**src/rtl/VX_gpu_pkg.sv**
```systemverilog
// Shared GPU definitions used by the warp barrier controller.
//   bar_state_t : per-barrier state (IDLE, GREQ, GWAIT).
//   clog2_min1  : address width helper that never returns 0.
// The request/response structs (barrier_t, gbar_req_t, gbar_rsp_t) depend on
// the instantiating module's parameters, so they are declared inside it.
package VX_gpu_pkg;

    typedef enum logic [1:0] {
        BAR_IDLE  = 2'd0,
        BAR_GREQ  = 2'd1,
        BAR_GWAIT = 2'd2
    } bar_state_t;

    function automatic int clog2_min1(input int n);
        return (n > 1) ? $clog2(n) : 1;
    endfunction

endpackage

```
**src/rtl/VX_priority_encoder.sv**
```systemverilog
// Lowest-index-first priority encoder.
//   req   : request vector (N bits)
//   index : index of the lowest set bit (0 when none)
//   valid : any bit set
module VX_priority_encoder #(
    parameter int N = 4,
    parameter int W = 2
) (
    input  logic [N-1:0] req,
    output logic [W-1:0] index,
    output logic         valid
);

    // Scan from the top so the lowest set bit is the last one written.
    always_comb begin
        index = '0;
        valid = 1'b0;
        for (int i = N - 1; i >= 0; i--) begin
            if (req[i]) begin
                index = W'(i);
                valid = 1'b1;
            end
        end
    end

endmodule

```
**src/rtl/vx_barrier_ctrl.sv**
```systemverilog
// Per-core warp barrier controller.
// Tracks arrivals per barrier ID, keeps arriving warps stalled and releases
// them together in one registered pulse once the expected count is reached.
// With VX_GBAR_EN defined, global barriers are forwarded to a cluster barrier
// unit over a valid/ready request link and released on its response; without
// it, global requests behave as local ones and the gbar link is tied off.
// Ports:
//   clk, reset_n                 : clock, synchronous active-low reset
//   bar_*                        : barrier request from execute (always accepted)
//   stalled_mask                 : warps blocked on any barrier
//   release_valid / release_mask : one-cycle release pulse and warps released
//   gbar_req_*                   : global barrier request (valid/ready)
//   gbar_rsp_valid / gbar_rsp_id : global barrier completion
module vx_barrier_ctrl
    import VX_gpu_pkg::*;
#(
    parameter int  NUM_WARPS    = 4,
    parameter int  NUM_BARRIERS = 4,
    parameter int  NC_WIDTH     = 2,
    parameter int  CORE_ID      = 0,
    localparam int NW_WIDTH     = clog2_min1(NUM_WARPS),
    localparam int NB_WIDTH     = clog2_min1(NUM_BARRIERS)
) (
    input  logic                 clk,
    input  logic                 reset_n,
    input  logic                 bar_valid,
    input  logic [NW_WIDTH-1:0]  bar_wid,
    input  logic [NB_WIDTH-1:0]  bar_id,
    input  logic                 bar_is_global,
    input  logic [NW_WIDTH-1:0]  bar_size_m1,
    input  logic [NC_WIDTH-1:0]  bar_gsize_m1,
    input  logic                 bar_is_noop,
    output logic [NUM_WARPS-1:0] stalled_mask,
    output logic                 release_valid,
    output logic [NUM_WARPS-1:0] release_mask,
    output logic                 gbar_req_valid,
    input  logic                 gbar_req_ready,
    output logic [NB_WIDTH-1:0]  gbar_req_id,
    output logic [NC_WIDTH-1:0]  gbar_req_size_m1,
    output logic [NC_WIDTH-1:0]  gbar_req_core_id,
    input  logic                 gbar_rsp_valid,
    input  logic [NB_WIDTH-1:0]  gbar_rsp_id
);

    typedef struct packed {
        logic                valid;
        logic [NW_WIDTH-1:0] wid;
        logic [NB_WIDTH-1:0] id;
        logic                is_global;
        logic [NW_WIDTH-1:0] size_m1;
        logic [NC_WIDTH-1:0] gsize_m1;
        logic                is_noop;
    } barrier_t;

    typedef struct packed {
        logic [NB_WIDTH-1:0] id;
        logic [NC_WIDTH-1:0] size_m1;
        logic [NC_WIDTH-1:0] core_id;
    } gbar_req_t;

    typedef struct packed {
        logic [NB_WIDTH-1:0] id;
    } gbar_rsp_t;

    barrier_t  bar;
    gbar_rsp_t rsp;
    gbar_req_t req;

    assign bar = '{valid: bar_valid, wid: bar_wid, id: bar_id, is_global: bar_is_global,
                   size_m1: bar_size_m1, gsize_m1: bar_gsize_m1, is_noop: bar_is_noop};
    assign rsp = '{id: gbar_rsp_id};

    logic [NW_WIDTH-1:0]  count_r [NUM_BARRIERS];
    logic [NUM_WARPS-1:0] mask_r  [NUM_BARRIERS];
    logic                 release_valid_r;
    logic [NUM_WARPS-1:0] release_mask_r;

    logic [NUM_WARPS-1:0]    wid_bit;
    logic                    bar_is_idle;
    logic                    arrive;
    logic                    is_final;
    logic                    arrive_global;
    logic [NUM_WARPS-1:0]    local_rel;
    logic [NUM_WARPS-1:0]    rsp_rel;
    logic [NUM_WARPS-1:0]    stall_or;
    logic [NUM_BARRIERS-1:0] greq_vec;
    logic [NB_WIDTH-1:0]     pe_id;
    logic                    pe_valid;
    logic                    req_valid;

    VX_priority_encoder #(
        .N (NUM_BARRIERS),
        .W (NB_WIDTH)
    ) u_greq_sel (
        .req   (greq_vec),
        .index (pe_id),
        .valid (pe_valid)
    );

`ifdef VX_GBAR_EN
    bar_state_t          state_r [NUM_BARRIERS];
    logic [NC_WIDTH-1:0] gsize_r [NUM_BARRIERS];
    logic                hold_vld_r;
    logic [NB_WIDTH-1:0] hold_id_r;
    logic [NB_WIDTH-1:0] sel_id;
    logic                req_fire;
    logic                rsp_hit;

    assign bar_is_idle   = (state_r[bar.id] == BAR_IDLE);
    assign arrive_global = bar.is_global;
    // Responses for barriers not waiting (e.g. stale ones across a reset) are dropped.
    assign rsp_hit       = gbar_rsp_valid && (state_r[rsp.id] == BAR_GWAIT);
    assign rsp_rel       = rsp_hit ? mask_r[rsp.id] : '0;

    always_comb begin
        greq_vec = '0;
        for (int b = 0; b < NUM_BARRIERS; b++) begin
            greq_vec[b] = (state_r[b] == BAR_GREQ);
        end
    end

    // A request presented while ready is low stays on the same ID even if a
    // lower ID enters GREQ meanwhile, keeping the valid/ready payload stable.
    assign sel_id    = hold_vld_r ? hold_id_r : pe_id;
    assign req_valid = pe_valid;
    assign req_fire  = req_valid && gbar_req_ready;
    assign req       = '{id: sel_id, size_m1: gsize_r[sel_id], core_id: NC_WIDTH'(CORE_ID)};

    always_ff @(posedge clk) begin
        if (!reset_n) begin
            hold_vld_r <= 1'b0;
            hold_id_r  <= '0;
            for (int b = 0; b < NUM_BARRIERS; b++) begin
                state_r[b] <= BAR_IDLE;
            end
        end else begin
            hold_vld_r <= req_valid && !gbar_req_ready;
            hold_id_r  <= sel_id;
            for (int b = 0; b < NUM_BARRIERS; b++) begin
                if (arrive && is_final && arrive_global && (bar.id == NB_WIDTH'(b))) begin
                    state_r[b] <= BAR_GREQ;
                    gsize_r[b] <= bar.gsize_m1;
                end else if (req_fire && (sel_id == NB_WIDTH'(b))) begin
                    state_r[b] <= BAR_GWAIT;
                end else if (rsp_hit && (rsp.id == NB_WIDTH'(b))) begin
                    state_r[b] <= BAR_IDLE;
                end
            end
        end
    end

    a_arrive_idle: assert property (@(posedge clk) disable iff (!reset_n)
        (bar_valid && !bar_is_noop) |-> (state_r[bar_id] == BAR_IDLE));
    a_rsp_waiting: assert property (@(posedge clk) disable iff (!reset_n)
        gbar_rsp_valid |-> (state_r[gbar_rsp_id] == BAR_GWAIT));
`else
    logic unused_gbar;

    assign bar_is_idle   = 1'b1;
    assign arrive_global = 1'b0;
    assign rsp_rel       = '0;
    assign greq_vec      = '0;
    assign req_valid     = 1'b0;
    assign req           = '0;
    assign unused_gbar   = &{1'b0, bar.is_global, bar.gsize_m1, gbar_req_ready,
                             gbar_rsp_valid, rsp.id, pe_id, pe_valid};
`endif

    assign wid_bit  = NUM_WARPS'(1) << bar.wid;
    assign arrive   = bar.valid && !bar.is_noop && bar_is_idle;
    assign is_final = (count_r[bar.id] == bar.size_m1);

    always_comb begin
        local_rel = '0;
        if (arrive && is_final && !arrive_global) begin
            local_rel = mask_r[bar.id] | wid_bit;
        end
    end

    always_comb begin
        stall_or = '0;
        for (int b = 0; b < NUM_BARRIERS; b++) begin
            stall_or = stall_or | mask_r[b];
        end
    end

    always_ff @(posedge clk) begin
        if (!reset_n) begin
            for (int b = 0; b < NUM_BARRIERS; b++) begin
                count_r[b] <= '0;
                mask_r[b]  <= '0;
            end
            release_valid_r <= 1'b0;
            release_mask_r  <= '0;
        end else begin
            for (int b = 0; b < NUM_BARRIERS; b++) begin
                if (arrive && (bar.id == NB_WIDTH'(b))) begin
                    if (is_final) begin
                        // Global barriers keep their warps parked until the response.
                        count_r[b] <= '0;
                        mask_r[b]  <= arrive_global ? (mask_r[b] | wid_bit) : '0;
                    end else begin
                        count_r[b] <= count_r[b] + NW_WIDTH'(1);
                        mask_r[b]  <= mask_r[b] | wid_bit;
                    end
                end
`ifdef VX_GBAR_EN
                else if (rsp_hit && (rsp.id == NB_WIDTH'(b))) begin
                    mask_r[b] <= '0;
                end
`endif
            end
            release_valid_r <= |(local_rel | rsp_rel);
            release_mask_r  <= local_rel | rsp_rel;
        end
    end

    assign stalled_mask     = stall_or;
    assign release_valid    = release_valid_r;
    assign release_mask     = release_mask_r;
    assign gbar_req_valid   = req_valid;
    assign gbar_req_id      = req_valid ? req.id      : '0;
    assign gbar_req_size_m1 = req_valid ? req.size_m1 : '0;
    assign gbar_req_core_id = req_valid ? req.core_id : '0;

endmodule
```
**config.mk**
```make
export PLATFORM = sky130hd
export DESIGN_NAME = vx_barrier_ctrl
export DESIGN_NICKNAME = d
export VERILOG_FILES = /design/src/rtl/VX_gpu_pkg.sv /design/src/rtl/VX_priority_encoder.sv /design/src/rtl/vx_barrier_ctrl.sv
export SDC_FILE = /design/constraint.sdc
export NUM_CORES = 1
export LEC_CHECK = 0
export BUFFER_PORTS_ARGS = -buffer_cell sky130_fd_sc_hd__clkbuf_2
export CELL_PAD_IN_SITES_DETAIL_PLACEMENT = 1
export CELL_PAD_IN_SITES_GLOBAL_PLACEMENT = 1
export CORE_ASPECT_RATIO = 1.5
export CORE_MARGIN = 2
export CORE_UTILIZATION = 44
export CTS_BUF_LIST = sky130_fd_sc_hd__clkbuf_4 sky130_fd_sc_hd__clkbuf_8
export DETAILED_ROUTE_END_ITERATION = 10
export GPL_ROUTABILITY_DRIVEN = 0
export PLACE_DENSITY = 0.82
export SLEW_MARGIN = 20
export SYNTH_ARGS = -nofsm -noshare
export SYNTH_HDL_FRONTEND = slang
export SYNTH_SLANG_ARGS = --single-unit
```
**constraint.sdc**
```tcl
create_clock -name clk -period 1.9 [get_ports clk]
set_input_delay 0.095 -clock clk [delete_from_list [all_inputs] [get_ports clk]]
set_output_delay 0.095 -clock clk [all_outputs]
set_load 0.02 [all_outputs]
```
==> results of run 1 <==
## stage by stage
stage	hold slack, ns	power, mW	cell area, um2
6_report	0.274	1.43	1720
2_1_floorplan	0.333	0.867	1520
3_3_place_gp	0.513	0.907	1630
3_5_place_dp	0.513	0.916	1630
4_1_cts	0.264	1.44	1720
5_1_grt	0.296	1.48	1720
## state kept, by name (all words and copies together), names as in the netlist
signal         flops
mask_r            16
release_valid      1
count_r            8
release_mask       4
## logic make-up after synthesis
logic type      Yosys count
compound gates           19
xor+xnor                 12
buf+inv                  11
flops                    29
mux                       8
other cells               1
simple gates             47
## placed cells by master, fill, tap and decap left out, types with 2 or more instances in the layout
master and instances:
nand2_1 5, mux2i_1 4, mux4_2 4, conb_1 7, o21a_1 8, clkbuf_8 5, nor2_1 25, dfxtp_1 5
clkbuf_4 3, clkbuf_2 18, buf_4 4, and2_1 3, a21oi_1 5, xnor2_1 7, xor2_1 5, or4_1 4
edfxtp_1 24, o21ai_0 2, nor2b_1 4
## layer usage
layer / GRT usage / vias to the layer above / wire length [um]
met5: 0 / - / 0
met4: 0.120 / 0 / 104
met3: 0.0529 / 12 / 130
met2: 0.382 / 25 / 2040
met1: 0.213 / 498 / 1240
li1: - / 492 / -
## tightest hold or removal path: stages
cell      delay [ns]
clkbuf_2        0.11
nor2b_1         0.10
nor2_1          0.15
a21oi_1         0.05
## power by group through the flow
stage | combinational [mW] | clock, mW | sequential (mW)
final | 0.165 | 0.522 | 0.738
after global placement | 0.158 | 0 | 0.749
after global routing | 0.181 | 0.562 | 0.742
after CTS | 0.166 | 0.538 | 0.739
after floorplan | 0.121 | 0 | 0.746
after detailed placement | 0.165 | 0 | 0.752
## worst paths after layout
path | slack [ns] | depth (start not counted) | start | to
hold reg to reg | 0.59 | 1 | mask_r[3][3]$_SDFFCE_PN0P_ | mask_r[3][3]$_SDFFCE_PN0P_
setup reg to reg | 0.24 | 4 | count_r[3][1]$_SDFFCE_PN0P_ | count_r[3][0]$_SDFFCE_PN0P_
setup / recovery | 0.24 | 4 | count_r[3][1]$_SDFFCE_PN0P_ | count_r[3][0]$_SDFFCE_PN0P_
hold / removal | 0.27 | 4 | bar_wid[1] | release_mask[1]$_SDFF_PN0_
## cell type report
type                            count  area, um2  area share
Clock buffer                        8       91.3      0.0530
Inverter                            1       3.75     0.00218
Multi-Input combinational cell     93        634       0.368
Sequential cell                    29        821       0.476
Tap cell                           42       52.6      0.0305
Timing Repair Buffer               22        120      0.0697
==> impl_metrics.yaml, run 1 <==
worst_setup_path:
  crit_slowest_cell: "a211oi_2"
  start_kind: "flip-flop"
  worst-path-buf-inv: 0
  crit_path_end_kind: "flip-flop"
  worst_path_dominant_cell_family: "compound AO/OA/AOI/OAI gates"
  crit_chain: "mux2i_1, xor2_1, a211oi_2, nor2b_1"
  critPathKind: "reg2reg"
  critPathMaxStageDelay_ns: 0.52
  worstPathMaxFanout: 6
  arrival_ns: 1.79
  worstPathRequired_ns: 2.03
synth:
  yosysSeqAreaShare: 0.547
  synth_top_family_by_area: "simple AND/OR/NAND/NOR gates"
  synthDistinctLibCells: 29
  syn_area_per_cell_um2: 11.8
  synth_common_cells: "25 x nor2_1, 24 x edfxtp_1, 8 x o21a_1, 7 x buf_4, 7 x xnor2_1"
  synth_edf_count: 24
  synthMuxAreaShare: 0.0867
  yosys_warnings: 0
  synthXorXnorAreaFrac: 0.0700
  netlist_top_cells_area: "edfxtp_1 48%, dfxtp_1 6.7%, nor2_1 6.3%"
  synthesis.area_mm2: 0.00150
  synthAdderAreaFrac: 0
  synthCells: 127
  yosysMostFrequentCell: "nor2_1"
  yosys_most_used_dff: "edfxtp_1"
  yosysTopAreaCell: "edfxtp_1"
  synthArstFlopShare: 0
  synth.top_cell.area_share: 0.480
  yosys.area_share.simple: 0.159
  ys_ff_latch: 29
  synth-compound-area-share: 0.0892
timing:
  layout_setup_ws_ns: 0.243
  relSlewSlack: 0.618
  hold_viol: 0
  worst_pin_slew_ns: 0.572
  finalCritPeriodShare: 0.872
  period_needed_ns: 1.66
  rsz0062_at_grt: "no"
  skew_ns: 0.00119
  slew_violations: 0
  fmax_ghz: 0.604
  fin_tns_setup_ns: 0
  setup_viol: 0
route:
  route.detailed.drc: 0
  postRouteAntennaNets: 0
  routed_via_density: 5.27
  first_pass_iters: 4
  routed_wirelength_mm: 3.52
  vias: 1027
  wl_per_cell_um: 18.0
  drt_iter0_markers: 12
pwr:
  p_switching_uw: 342
  p_int_mw: 1.08
  p_leak_nw: 0.680
  combPwrFrac: 0.116
  ir_drop_v: 0.000548
  clock_power_share: 0.366
  swShare: 0.240
  power_density_mw_per_mm2: 827
  pwr-share-seq: 0.518
cts:
  clkTransAtPathRegs_ns: 0.06
  ctsRootBufferMaster: "clkbuf_8"
  post_cts_resized: 0
  cts-buffers-inserted: 5
  cts_buffer_depth: 2
  hold_buffers: 0
  cts_tree: "yes"
  insertion_delay_ns: 0.28
  cts_post_setup_buffers_inserted: 0
  htree_levels: 2
  clock-sinks: 29
global_routing:
  grt_pass1_wl_mm: 5.57
  first_global_vias: 1096
  track_usage: 0.209
  grt-ovfl-total: 0
  grt_max_degree: 9
  antenna_found_initial: 0
floorplan:
  rows: 26
  dieArea_mm2: 0.00391
  die_w_um: 51.7
  pin_count: 33
  die_h_um: 75.5
  start_util: 0.448
  coreArea_mm2: 0.00335
final_layout:
  layout-drive-gt1-share: 0.248
  area_growth_pct: 14.7
  n_antenna_cell: 0
  layout.nets: 169
  fillerInstances: 378
  fin_cells: 195
  fin_util: 0.514
placed_design:
  place_ws_ns: 0.238
  port_buffers: 18
  dp_cells: 187
  place_hpwl_mm: 2.72
hold_path:
  min_path_type: "in2reg"
outcome:
  status: "complete, no violations"
run:
  cap_violations: 0
Note: power is estimated with default switching activity, not from simulation.
==> inputs of run 2 (changes only) <==
--- a/config.mk
+++ b/config.mk
@@ -14,7 +14,7 @@
 export CTS_BUF_LIST = sky130_fd_sc_hd__clkbuf_4 sky130_fd_sc_hd__clkbuf_8
 export DETAILED_ROUTE_END_ITERATION = 10
 export GPL_ROUTABILITY_DRIVEN = 0
-export PLACE_DENSITY = 0.82
+export PLACE_DENSITY = 0.83
 export SLEW_MARGIN = 20
 export SYNTH_ARGS = -nofsm -noshare
 export SYNTH_HDL_FRONTEND = slang
==> impl_metrics.yaml, run 2 (same netlist as run 1, synthesis figures left out) <==
route:
  vias: 1034
  postRouteAntennaNets: 0
  routed_via_density: 5.33
  wl_per_cell_um: 18.3
  first_pass_iters: 4
  routed_wirelength_mm: 3.56
  drt_iter0_markers: 13
  route.detailed.drc: 0
timing:
  rsz0062_at_grt: "no"
  worst_pin_slew_ns: 0.634
  setup_viol: 0
  slew_violations: 0
  relSlewSlack: 0.578
  skew_ns: 0.00525
  fin_tns_setup_ns: 0
  finalCritPeriodShare: 0.839
  layout_setup_ws_ns: 0.306
  hold_viol: 0
  fmax_ghz: 0.627
  period_needed_ns: 1.59
  timing.hold.ws_ns: 0.250
pwr:
  power_density_mw_per_mm2: 841
  ir_drop_v: 0.000492
  p_leak_nw: 0.678
  total_power_mw: 1.45
floorplan:
  dieArea_mm2: 0.00391
  pin_count: 33
  coreArea_mm2: 0.00335
  rows: 26
  start_util: 0.448
  die_w_um: 51.7
  die_h_um: 75.5
global_routing:
  antenna_found_initial: 0
  first_global_vias: 1098
  grt_max_degree: 10
  grt_pass1_wl_mm: 5.53
  track_usage: 0.207
  grt-ovfl-total: 0
worst_setup_path:
  worstReg2RegStart: "count_r[0][1]$_SDFFCE_PN0P_"
  crit_path_end_kind: "flip-flop"
  worst_path_dominant_cell_family: "compound AO/OA/AOI/OAI gates"
  worst-path-buf-inv: 0
  crit_start: "count_r[0][1]$_SDFFCE_PN0P_"
  critPathKind: "reg2reg"
  worstPathRequired_ns: 2.05
  crit_slowest_cell: "a21oi_1"
  critPathMaxStageDelay_ns: 0.52
  start_kind: "flip-flop"
  arrival_ns: 1.74
  worstPathMaxFanout: 6
  r2r_slack_ns: 0.31
  crit_chain: "mux2i_1, xor2_1, a21oi_1, and2_1"
cts:
  cts_buffer_depth: 2
  clock-sinks: 29
  post_cts_resized: 0
  cts_tree: "yes"
  cts_post_setup_buffers_inserted: 0
  hold_buffers: 0
  htree_levels: 2
  insertion_delay_ns: 0.28
  ctsRootBufferMaster: "clkbuf_8"
  clkTransAtPathRegs_ns: 0.06
  cts-buffers-inserted: 5
placed_design:
  port_buffers: 18
  place_hpwl_mm: 2.59
  place_ws_ns: 0.343
final_layout:
  final_common_cell: "nor2_1"
  largest_reg_flops: 16
  final_cell_mix: "25 x nor2_1, 24 x edfxtp_1, 18 x clkbuf_2"
  n_antenna_cell: 0
  multi_input_area_um2: 634
  layout-drive-gt1-share: 0.243
  ff_latch_area_um2: 821
  fillerInstances: 382
  layout.nets: 168
  area_growth_pct: 14.7
  top_register: "mask_r"
hold_path:
  min_from: "bar_wid[0]"
  min_path_type: "in2reg"
run:
  cap_violations: 0
outcome:
  status: "complete, no violations"
==> run 2: changes by cell type in the layout (fill, tap and decap cells not counted) <==
cell      delta
clkbuf_8     +1
buf_4        -1
clkbuf_4     -1
==> run 2: layer usage <==
layer  vias to the layer above  wire length, um  GRT usage
met5                         -                0          0
met4                         0              101      0.120
met3                         9              130     0.0431
met2                        28             1950      0.375
met1                       508             1370      0.220
li1                        489                -          -
==> run 2: per-stage QoR <==
| step | instances | utilization | area (um2) |
|---|---|---|---|
| after floorplan | 133 | - | 1520 |
| after global placement | 186 | 0.485 | 1620 |
| after detailed placement | 186 | 0.485 | 1620 |
| after CTS | 194 | 0.514 | 1720 |
| after global routing | 194 | 0.514 | 1720 |
| final | 194 | 0.514 | 1720 |
==> run 2: tightest hold or removal path: stages <==
cell and delay [ns]:
clkbuf_2 0.10, nor2_1 0.10, nor2_1 0.13, a21oi_1 0.05
==> run 2: final timing paths <==
check	endpoint	cells past startpoint
min reg2reg	mask_r[3][3]$_SDFFCE_PN0P_	1
max reg2reg	count_r[2][1]$_SDFFCE_PN0P_	4
max	count_r[2][1]$_SDFFCE_PN0P_	4
min	release_mask[0]$_SDFF_PN0_	4
==> run 2: report_power, final <==
group | internal (mW) | total (mW) | leakage (nW) | switching [mW]
Combinational | 0.0636 | 0.164 | 0.336 | 0.101
Sequential | 0.716 | 0.739 | 0.290 | 0.0224
Clock | 0.323 | 0.546 | 0.0523 | 0.223
Total | 1.10 | 1.45 | 0.678 | 0.346
==> run 2: final cells by class <==
type | instances | area share
Multi-Input combinational cell | 93 | 0.368
Sequential cell | 29 | 0.477
Tap cell | 42 | 0.0305
Timing Repair Buffer | 21 | 0.0654
Clock buffer | 8 | 0.0567
Inverter | 1 | 0.00218
==> inputs of run 3 (changes only) <==
==> constraint.sdc (replaced) <==
create_clock -name clk -period 1.5 [get_ports clk]
set_input_delay 0.075 -clock clk [delete_from_list [all_inputs] [get_ports clk]]
set_output_delay 0.075 -clock clk [all_outputs]
set_load 0.02 [all_outputs]
==> impl_metrics.yaml, run 3 (same netlist as run 1, synthesis figures left out) <==
worst_setup_path:
  critPathMaxStageDelay_ns: 0.42
  crit_start: "count_r[3][1]$_SDFFCE_PN0P_"
  worstPathRequired_ns: 1.71
  critPathCapture: "release_mask[1]$_SDFF_PN0_"
  reg2reg_to: "release_mask[1]$_SDFF_PN0_"
  worstPathMaxFanout: 5
  worstReg2RegStart: "count_r[3][1]$_SDFFCE_PN0P_"
  crit_chain: "mux2i_1, xor2_1, buf_4, or3b_4, a21oi_2"
  crit_path_end_kind: "flip-flop"
  r2r_slack_ns: -0.02
  start_kind: "flip-flop"
  critPathKind: "reg2reg"
  worstRegToRegCells: 5
  arrival_ns: 1.72
  crit_slowest_cell: "or3b_4"
route:
  routed_via_density: 5.55
  wl_per_cell_um: 19.3
  routed_wirelength_mm: 4.06
  first_pass_iters: 4
  vias: 1165
  drt_iter0_markers: 25
  route.detailed.drc: 0
  postRouteAntennaNets: 0
final_layout:
  top_register: "mask_r"
  n_antenna_cell: 0
  multi_input_area_um2: 697
  final_cell_mix: "24 x edfxtp_1, 20 x nor2_1, 20 x buf_4"
  layout-drive-gt1-share: 0.405
  area_growth_pct: 28.7
  fillerInstances: 364
  ff_latch_area_um2: 821
  layout.nets: 185
  final_common_cell: "edfxtp_1"
  largest_reg_flops: 16
  fin_cells: 210
timing:
  hold_viol: 0
  fin_tns_setup_ns: -0.0201
  timing.hold.ws_ns: 0.296
  slew_violations: 0
  rsz0062_at_grt: "yes"
  worst_pin_slew_ns: 0.513
  finalCritPeriodShare: 1.01
  fmax_ghz: 0.659
  skew_ns: 0.00340
  relSlewSlack: 0.658
  setup_viol: 2
  period_needed_ns: 1.52
  layout_setup_ws_ns: -0.0167
floorplan:
  die_w_um: 51.7
  coreArea_mm2: 0.00335
  pin_count: 33
  dieArea_mm2: 0.00391
  rows: 26
  die_h_um: 75.5
  start_util: 0.448
cts:
  insertion_delay_ns: 0.28
  htree_levels: 2
  hold_buffers: 0
  cts-buffers-inserted: 5
  cts_buffer_depth: 2
  clkTransAtPathRegs_ns: 0.06
  cts_tree: "yes"
  ctsRootBufferMaster: "clkbuf_8"
  clock-sinks: 29
outcome:
  status: "finished with violations"
  violations: "setup timing"
placed_design:
  place_hpwl_mm: 2.86
  port_buffers: 18
  dp_cells: 193
global_routing:
  grt_max_degree: 12
  first_global_vias: 1211
  antenna_found_initial: 0
  track_usage: 0.216
  grt_pass1_wl_mm: 5.80
  grt-ovfl-total: 0
pwr:
  power_density_mw_per_mm2: 938
  ir_drop_v: 0.000584
  p_leak_nw: 0.779
run:
  cap_violations: 0
hold_path:
  holdPathStages: 4
  min_path_type: "in2reg"
run 3: cell types whose count changed in the layout (fill, tap and decap cells not counted), moves of 2 or more:
cell	change
buf_4	+17
a21oi_1	-5
a21oi_2	+5
nor2_1	-5
clkbuf_2	-4
nor2_2	+4
or4_1	-4
or4_4	+4
buf_6	+2
run 3: where the power goes:
group / total [mW] / internal (mW) / switching (mW)
clock network: 0.596 / 0.329 / 0.267
registers: 0.936 / 0.907 / 0.0290
logic: 0.280 / 0.125 / 0.155
total: 1.81 / 1.36 / 0.451
run 3: layer usage:
layer  up-vias  track usage  wire, um  part of all wire
li1        520            -         -                 -
met1       591        0.204      1460              0.36
met2        44        0.419      2310              0.57
met3        10       0.0529       169             0.042
met4         0        0.120       112             0.028
met5         -            0         0                 0
run 3: how the worst min path moves through the flow:
stage	start	end	slack, ns
floorplan	bar_wid[1]	release_mask[0]$_SDFF_PN0_	0.31
global placement	release_mask[2]$_SDFF_PN0_	release_mask[2]	0.49
detailed placement	release_mask[1]$_SDFF_PN0_	release_mask[1]	0.49
CTS	bar_wid[1]	release_mask[0]$_SDFF_PN0_	0.26
global route	bar_wid[0]	release_mask[2]$_SDFF_PN0_	0.33
finish	bar_wid[1]	release_mask[0]$_SDFF_PN0_	0.30
run 3: what timing repair did:
action | CTS | global route
cloned | 0 | 0
endpoints found under the setup margin | 20 | 32
resized for setup | 6 | 22
setup buffers | 6 | 4
pin swaps | 3 | 18
run 3: stage by stage:
stage	utilization	worst slack (ns)	power, mW	area, um2
3_3_place_gp	0.504	0.0233	1.16	1690
6_report	0.577	-0.0167	1.81	1930
3_5_place_dp	0.504	-0.0406	1.18	1690
4_1_cts	0.550	0.00370	1.79	1840
2_1_floorplan	-	0.102	1.10	1520
5_1_grt	0.577	-0.100	1.87	1930
run 3: worst max-delay path: cells and delay by family, from the launching register on:
kind                      cells  cell delay (ns)
xor gates and xnor gates      1             0.16
DFF                           1             0.39
and+or+nand+nor               1             0.42
buffers and inverters         1             0.15
muxes                         1             0.17
AOI/OAI and AO/OA             1             0.15
run 3: cell type report:
class,instances,share of cell area
clock buffer,6,0.0395
tap,42,0.0272
inverter,1,0.00194
clock inverter,1,0.00194
sequential,29,0.425
timing repair buffer,38,0.144
multi-input combinational,93,0.361
